--- src/rtl/dp_align.sv ---
// dp_align: aligns four signed mantissa products to their common (maximum) exponent.
// Latency: 2 cycles, S1 (max exponent and per-lane shift distance) then S2 (shift, negate, sticky).
// Backpressure: in_ready = ~out_valid | out_ready; when it is low, both stages hold, valids included.
// Option: define DP_ALIGN_STICKY_EN to build the per-lane shifted-out (sticky) flags; otherwise sticky_o is tied to 0.
module dp_align (
    input  logic        clk,
    input  logic        rst,
    input  logic [51:0] mul_1_comb,
    input  logic [51:0] mul_2_comb,
    input  logic [51:0] mul_3_comb,
    input  logic [51:0] mul_4_comb,
    input  logic        sign_1,
    input  logic        sign_2,
    input  logic        sign_3,
    input  logic        sign_4,
    input  logic [7:0]  exp_1,
    input  logic [7:0]  exp_2,
    input  logic [7:0]  exp_3,
    input  logic [7:0]  exp_4,
    input  logic        in_valid,
    output logic        in_ready,
    output logic [53:0] aligned_1_o,
    output logic [53:0] aligned_2_o,
    output logic [53:0] aligned_3_o,
    output logic [53:0] aligned_4_o,
    output logic [7:0]  max_exp_o,
    output logic [3:0]  sticky_o,
    output logic        out_valid,
    input  logic        out_ready
);

    localparam int          LANES       = 4;
    // A shift of 53 or more clears the whole 53-bit magnitude.
    localparam logic [7:0]  SHIFT_LIMIT = 8'd53;

    // Lane views of the flat input ports
    logic [51:0] mul_in  [LANES];
    logic        sign_in [LANES];
    logic [7:0]  exp_in  [LANES];

    assign mul_in[0]  = mul_1_comb;
    assign mul_in[1]  = mul_2_comb;
    assign mul_in[2]  = mul_3_comb;
    assign mul_in[3]  = mul_4_comb;
    assign sign_in[0] = sign_1;
    assign sign_in[1] = sign_2;
    assign sign_in[2] = sign_3;
    assign sign_in[3] = sign_4;
    assign exp_in[0]  = exp_1;
    assign exp_in[1]  = exp_2;
    assign exp_in[2]  = exp_3;
    assign exp_in[3]  = exp_4;

    // S1 state
    logic        s1_vld_d,     s1_vld_q;
    logic [7:0]  s1_max_exp_d, s1_max_exp_q;
    logic [7:0]  s1_diff_d     [LANES];
    logic [7:0]  s1_diff_q     [LANES];
    logic [51:0] s1_mul_d      [LANES];
    logic [51:0] s1_mul_q      [LANES];
    logic        s1_sign_d     [LANES];
    logic        s1_sign_q     [LANES];

    // S2 state (the outputs)
    logic        out_vld_d,    out_vld_q;
    logic [7:0]  max_exp_d,    max_exp_q;
    logic [53:0] aligned_d     [LANES];
    logic [53:0] aligned_q     [LANES];

    logic        advance;
    logic [7:0]  exp_max;
    logic [52:0] mag           [LANES];
    logic [53:0] signed_mag    [LANES];

    // One advance signal for the whole pipe: move whenever the output slot is free or draining.
    assign advance  = ~out_vld_q | out_ready;
    assign in_ready = advance;

    // S1: find the common exponent and each lane's right-shift distance; hold while stalled.
    always_comb begin
        exp_max = exp_in[0];
        for (int k = 1; k < LANES; k++) begin
            if (exp_in[k] > exp_max) begin
                exp_max = exp_in[k];
            end
        end
        s1_vld_d     = s1_vld_q;
        s1_max_exp_d = s1_max_exp_q;
        for (int k = 0; k < LANES; k++) begin
            s1_diff_d[k] = s1_diff_q[k];
            s1_mul_d[k]  = s1_mul_q[k];
            s1_sign_d[k] = s1_sign_q[k];
        end
        if (advance) begin
            s1_vld_d     = in_valid;
            s1_max_exp_d = exp_max;
            for (int k = 0; k < LANES; k++) begin
                s1_diff_d[k] = exp_max - exp_in[k];
                s1_mul_d[k]  = mul_in[k];
                s1_sign_d[k] = sign_in[k];
            end
        end
    end

    // S2: shift each magnitude right (saturating to zero on large shifts), then apply the sign.
    always_comb begin
        out_vld_d = out_vld_q;
        max_exp_d = max_exp_q;
        for (int k = 0; k < LANES; k++) begin
            mag[k]        = (s1_diff_q[k] >= SHIFT_LIMIT) ? 53'd0
                                                          : ({1'b0, s1_mul_q[k]} >> s1_diff_q[k]);
            // Negating a zero magnitude yields zero, so a negative zero never appears.
            signed_mag[k] = s1_sign_q[k] ? (54'd0 - {1'b0, mag[k]}) : {1'b0, mag[k]};
            aligned_d[k]  = aligned_q[k];
        end
        if (advance) begin
            out_vld_d = s1_vld_q;
            max_exp_d = s1_max_exp_q;
            for (int k = 0; k < LANES; k++) begin
                aligned_d[k] = signed_mag[k];
            end
        end
    end

    // Pipeline registers, cleared asynchronously so in-flight data is discarded on reset.
    always_ff @(posedge clk or posedge rst) begin
        if (rst) begin
            s1_vld_q     <= 1'b0;
            s1_max_exp_q <= 8'd0;
            out_vld_q    <= 1'b0;
            max_exp_q    <= 8'd0;
            for (int k = 0; k < LANES; k++) begin
                s1_diff_q[k] <= 8'd0;
                s1_mul_q[k]  <= 52'd0;
                s1_sign_q[k] <= 1'b0;
                aligned_q[k] <= 54'd0;
            end
        end else begin
            s1_vld_q     <= s1_vld_d;
            s1_max_exp_q <= s1_max_exp_d;
            out_vld_q    <= out_vld_d;
            max_exp_q    <= max_exp_d;
            for (int k = 0; k < LANES; k++) begin
                s1_diff_q[k] <= s1_diff_d[k];
                s1_mul_q[k]  <= s1_mul_d[k];
                s1_sign_q[k] <= s1_sign_d[k];
                aligned_q[k] <= aligned_d[k];
            end
        end
    end

`ifdef DP_ALIGN_STICKY_EN
    logic [3:0]  sticky_d, sticky_q;
    logic [52:0] lost_mask [LANES];

    // Sticky: flag any set product bit that falls off the right end of the shift.
    always_comb begin
        sticky_d = sticky_q;
        for (int k = 0; k < LANES; k++) begin
            // Low diff_k bits set; only meaningful below the saturation limit.
            lost_mask[k] = ~({53{1'b1}} << s1_diff_q[k]);
            if (advance) begin
                sticky_d[k] = (s1_diff_q[k] >= SHIFT_LIMIT) ? (|s1_mul_q[k])
                                                            : (|({1'b0, s1_mul_q[k]} & lost_mask[k]));
            end
        end
    end

    // Sticky register, aligned in time with the S2 outputs.
    always_ff @(posedge clk or posedge rst) begin
        if (rst) begin
            sticky_q <= 4'd0;
        end else begin
            sticky_q <= sticky_d;
        end
    end

    assign sticky_o = sticky_q;
`else
    assign sticky_o = 4'd0;
`endif

    assign aligned_1_o = aligned_q[0];
    assign aligned_2_o = aligned_q[1];
    assign aligned_3_o = aligned_q[2];
    assign aligned_4_o = aligned_q[3];
    assign max_exp_o   = max_exp_q;
    assign out_valid   = out_vld_q;

endmodule

--- config.mk ---
export PLATFORM = sky130hd
export DESIGN_NAME = dp_align
export DESIGN_NICKNAME = d
export VERILOG_FILES = /design/src/rtl/dp_align.sv
export SDC_FILE = /design/constraint.sdc
export NUM_CORES = 2
export LEC_CHECK = 0
export BUFFER_PORTS_ARGS = -buffer_cell sky130_fd_sc_hd__buf_2
export CAP_MARGIN = 25
export CORE_UTILIZATION = 48
export DETAILED_ROUTE_END_ITERATION = 7
export GPL_TIMING_DRIVEN = 0
export PLACE_DENSITY = 0.78
export SETUP_SLACK_MARGIN = 0.5
export SLEW_MARGIN = 0
export SYNTH_ARGS = -nofsm -noshare
export SYNTH_HDL_FRONTEND = slang
export SYNTH_SLANG_ARGS = --single-unit
--- constraint.sdc ---
create_clock -name clk -period 18.8 [get_ports clk]
set_input_delay 1.88 -clock clk [delete_from_list [all_inputs] [get_ports clk]]
set_output_delay 1.88 -clock clk [all_outputs]
set_load 0.05 [all_outputs]
==> impl_metrics.ini <==
[synthesis]
synth-compound-area-share = 0.2199
ys_seq_area_frac = 0.2974
async_reset_ff_frac = 1.000
synth_edf_count = 0
ys_types = 111
synth_xor_area_frac = 0.04007
syn_area_per_cell_um2 = 8.220
synthCells = 4892
syn_area_mm2 = 0.04021
ys_warn_count = 0
synth_top_family_by_area = compound AO/OA/AOI/OAI gates
synth_mux_area_frac = 0.1530
yosys_most_used_dff = dfrtp_1
synth_seq_cells = 478
synth_adder_area_share = 0.01910
synth_top_area_share = 0.2974
synthSimpleGateAreaFrac = 0.2165
synth.area.top_cells = dfrtp_1 30%, nand2_1 9.7%, mux4_2 6.9%
synth_largest_area_cell = dfrtp_1

[clock_tree]
ctsHtreeMaxLevel = 2
clk_pin_slew_ns = 0.06
clock_tree.root_cell = clkbuf_16
cts-resized-gates = 0
clock_latency_ns = 0.66
cts_setup_buffers = 0
cts-buffers-inserted = 55
clk_path_buf_depth = 3
tritoncts = yes
cts.sinks = 478
cts_hold_buffers = 0

[min_path]
worstHoldStart = s1_vld_q
hold_depth = 1
worstHoldPathType = flip-flop to flip-flop
hold_path_end = out_valid

[timing]
grt_setup_unrepaired = no
setup_violations = 0
setup_slack_ns = 7.589
min_period_over_period = 0.5964
tns_ns = 0
max_freq_mhz = 89.19
min_period_ns = 11.21
skew_ns = 0.02206
drv_slew = 0
hold_violations = 0
tightest_slew_ns = 1.133
slew-limit-headroom = 0.2374

[global_route]
grt_max_degree = 127
antenna_found_initial = 33
track_usage = 0.4719
grt_remaining_overflow = 0
first_global_vias = 43050
grt_pass1_wl_mm = 297.5

[power_and_ir_drop]
powerDensity_mw_per_mm2 = 225.3
leakage_nw = 20.96
ir_worst_vdd_uv = 126.3
total_power_mw = 10.48

[drt]
drc = 0
drt-total-wl_mm = 207.4
via_count = 45830
ant_nets = 0
post_drt_via_cell_ratio = 6.944
drtPass1Iterations = 6
drt_iter0_drc = 6395
routedWlPerCell_um = 31.43

[floorplan]
dieArea_mm2 = 0.08494
rows = 105
die_y_um = 291.4
die_x_um = 291.4
core_mm2 = 0.08250
design.portCount = 478
start_util = 0.4874

[placement]
placedInstanceArea_mm2 = 0.04443
gp_congestion = 1.112
port-buffer-count = 473
place_ws_ns = 7.202
post-dp-hpwl_mm = 164.8

[worst_setup_path]
slowest_stage = a21oi_1
rrSetupSlack_ns = 12.47
rr_worst_depth = 17
slowest_delay_ns = 0.84
arrival_ns = 11.71
worst_setup_path_start_kind = primary input
r2r-start = s1_diff_q[18]
worst-setup-path-type = primary input to flip-flop
worst_setup_path_end_kind = flip-flop
path_max_fanout = 10
r2r-end = aligned_2_o[48]
critPathMostFrequentCell = a21oi_1
required_ns = 19.30

[layout]
fin_area_mm2 = 0.04652
seq_area_mm2 = 0.01196
n_fill_cell = 7653
final_common_cell = nand2_1
area_growth_pct = 15.69
fin_util = 0.5639
drive_gt1_frac = 0.1835
final_net_count = 5776
final_cell_mix = 1,039 x nand2_1, 557 x buf_2, 478 x dfrtp_1
multi_input_area_mm2 = 0.02612

[outcome]
outcome = complete, no violations

[flow_run]
maxCapViolCount = 0
==> synthesized netlist by cell type, drive strengths merged, types with 55 or more instances <==
library cell,instances
nor2,392
nand2b,55
mux4,125
xor2,88
nor3,69
buf,159
o21ai,280
o22a,64
nand3,88
nand2,1040
clkbuf,229
mux2i,272
inv,83
o22ai,172
a21oi,227
xnor2,96
ha,55
dfrtp,478
==> where the power goes <==
part           internal (mW)  leakage (nW)  switching [mW]
Clock                  0.692         0.934           0.480
Sequential              1.36          5.85           0.286
Combinational           2.40          14.2            5.26
Total                   4.45          21.0            6.03
==> metrics by stage <==
step           hold slack (ns)  instances
6_report                0.4578       6600
4_1_cts                 0.4596       6571
3_3_place_gp            0.4432       6438
2_1_floorplan           0.4300       4895
3_5_place_dp            0.4486       6472
5_1_grt                 0.4941       6586
==> cells by family (layout without fill, tap and decap cells) <==
family | Yosys count | after routing
multiplexers | 448 | 448
adder cells (fa/ha/maj) | 59 | 59
AO/OA/AOI/OAI | 1306 | 1306
XOR/XNOR | 184 | 184
buffers and inverters | 473 | 1089
AND/OR/NAND/NOR | 1943 | 1943
flip-flops | 478 | 478
other | 1 | 23
==> layout make-up <==
type,count,share of cell area
diodes,19,0.001022
plain buffers,388,0.03980
clock buffers,73,0.03343
clock inverters,26,0.008337
inverters,85,0.007020
multi-input cells,3944,0.5615
flip-flops and latches,478,0.2571
well taps,1070,0.02878
repair buffers,517,0.06301
==> worst max path at each step <==
stage	start	end	slack (ns)
finish	exp_1[1]	s1_diff_q[31]	7.59
global route	exp_1[1]	s1_diff_q[23]	7.01
CTS	exp_1[1]	s1_diff_q[31]	7.84
detailed placement	exp_1[1]	s1_diff_q[31]	7.20
global placement	rst	aligned_1_o[15]	-1.25
floorplan	rst	aligned_1_o[0]	3.58
==> registers in the layout, indices dropped and copies added (netlist names), 8 cells and up <==
signal and flops:
s1_mul_q 208, aligned_1_o 54, aligned_2_o 54, aligned_3_o 54
aligned_4_o 54, s1_diff_q 32, max_exp_o 8, s1_max_exp_q 8
==> metal layers <==
metal | up-vias | wire [um] | global-route usage
li1 | 19080 | - | -
met1 | 22210 | 78350 | 0.6022
met2 | 3668 | 87580 | 0.7090
met3 | 851 | 25990 | 0.1338
met4 | 28 | 15350 | 0.2831
met5 | - | 162 | 0
==> worst max-delay path, delay by kind of cell <==
| kind | cells | cell delay (ns) |
|---|---|---|
| AO/OA/AOI/OAI | 20 | 4.64 |
| buffers and inverters | 8 | 2.24 |
| adder cells (fa/ha/maj) | 4 | 1.27 |
| AND/OR/NAND/NOR | 8 | 1.03 |
| multiplexers | 1 | 0.34 |
| XOR/XNOR | 2 | 0.31 |
No activity file was read; power rests on OpenSTA's default activity.
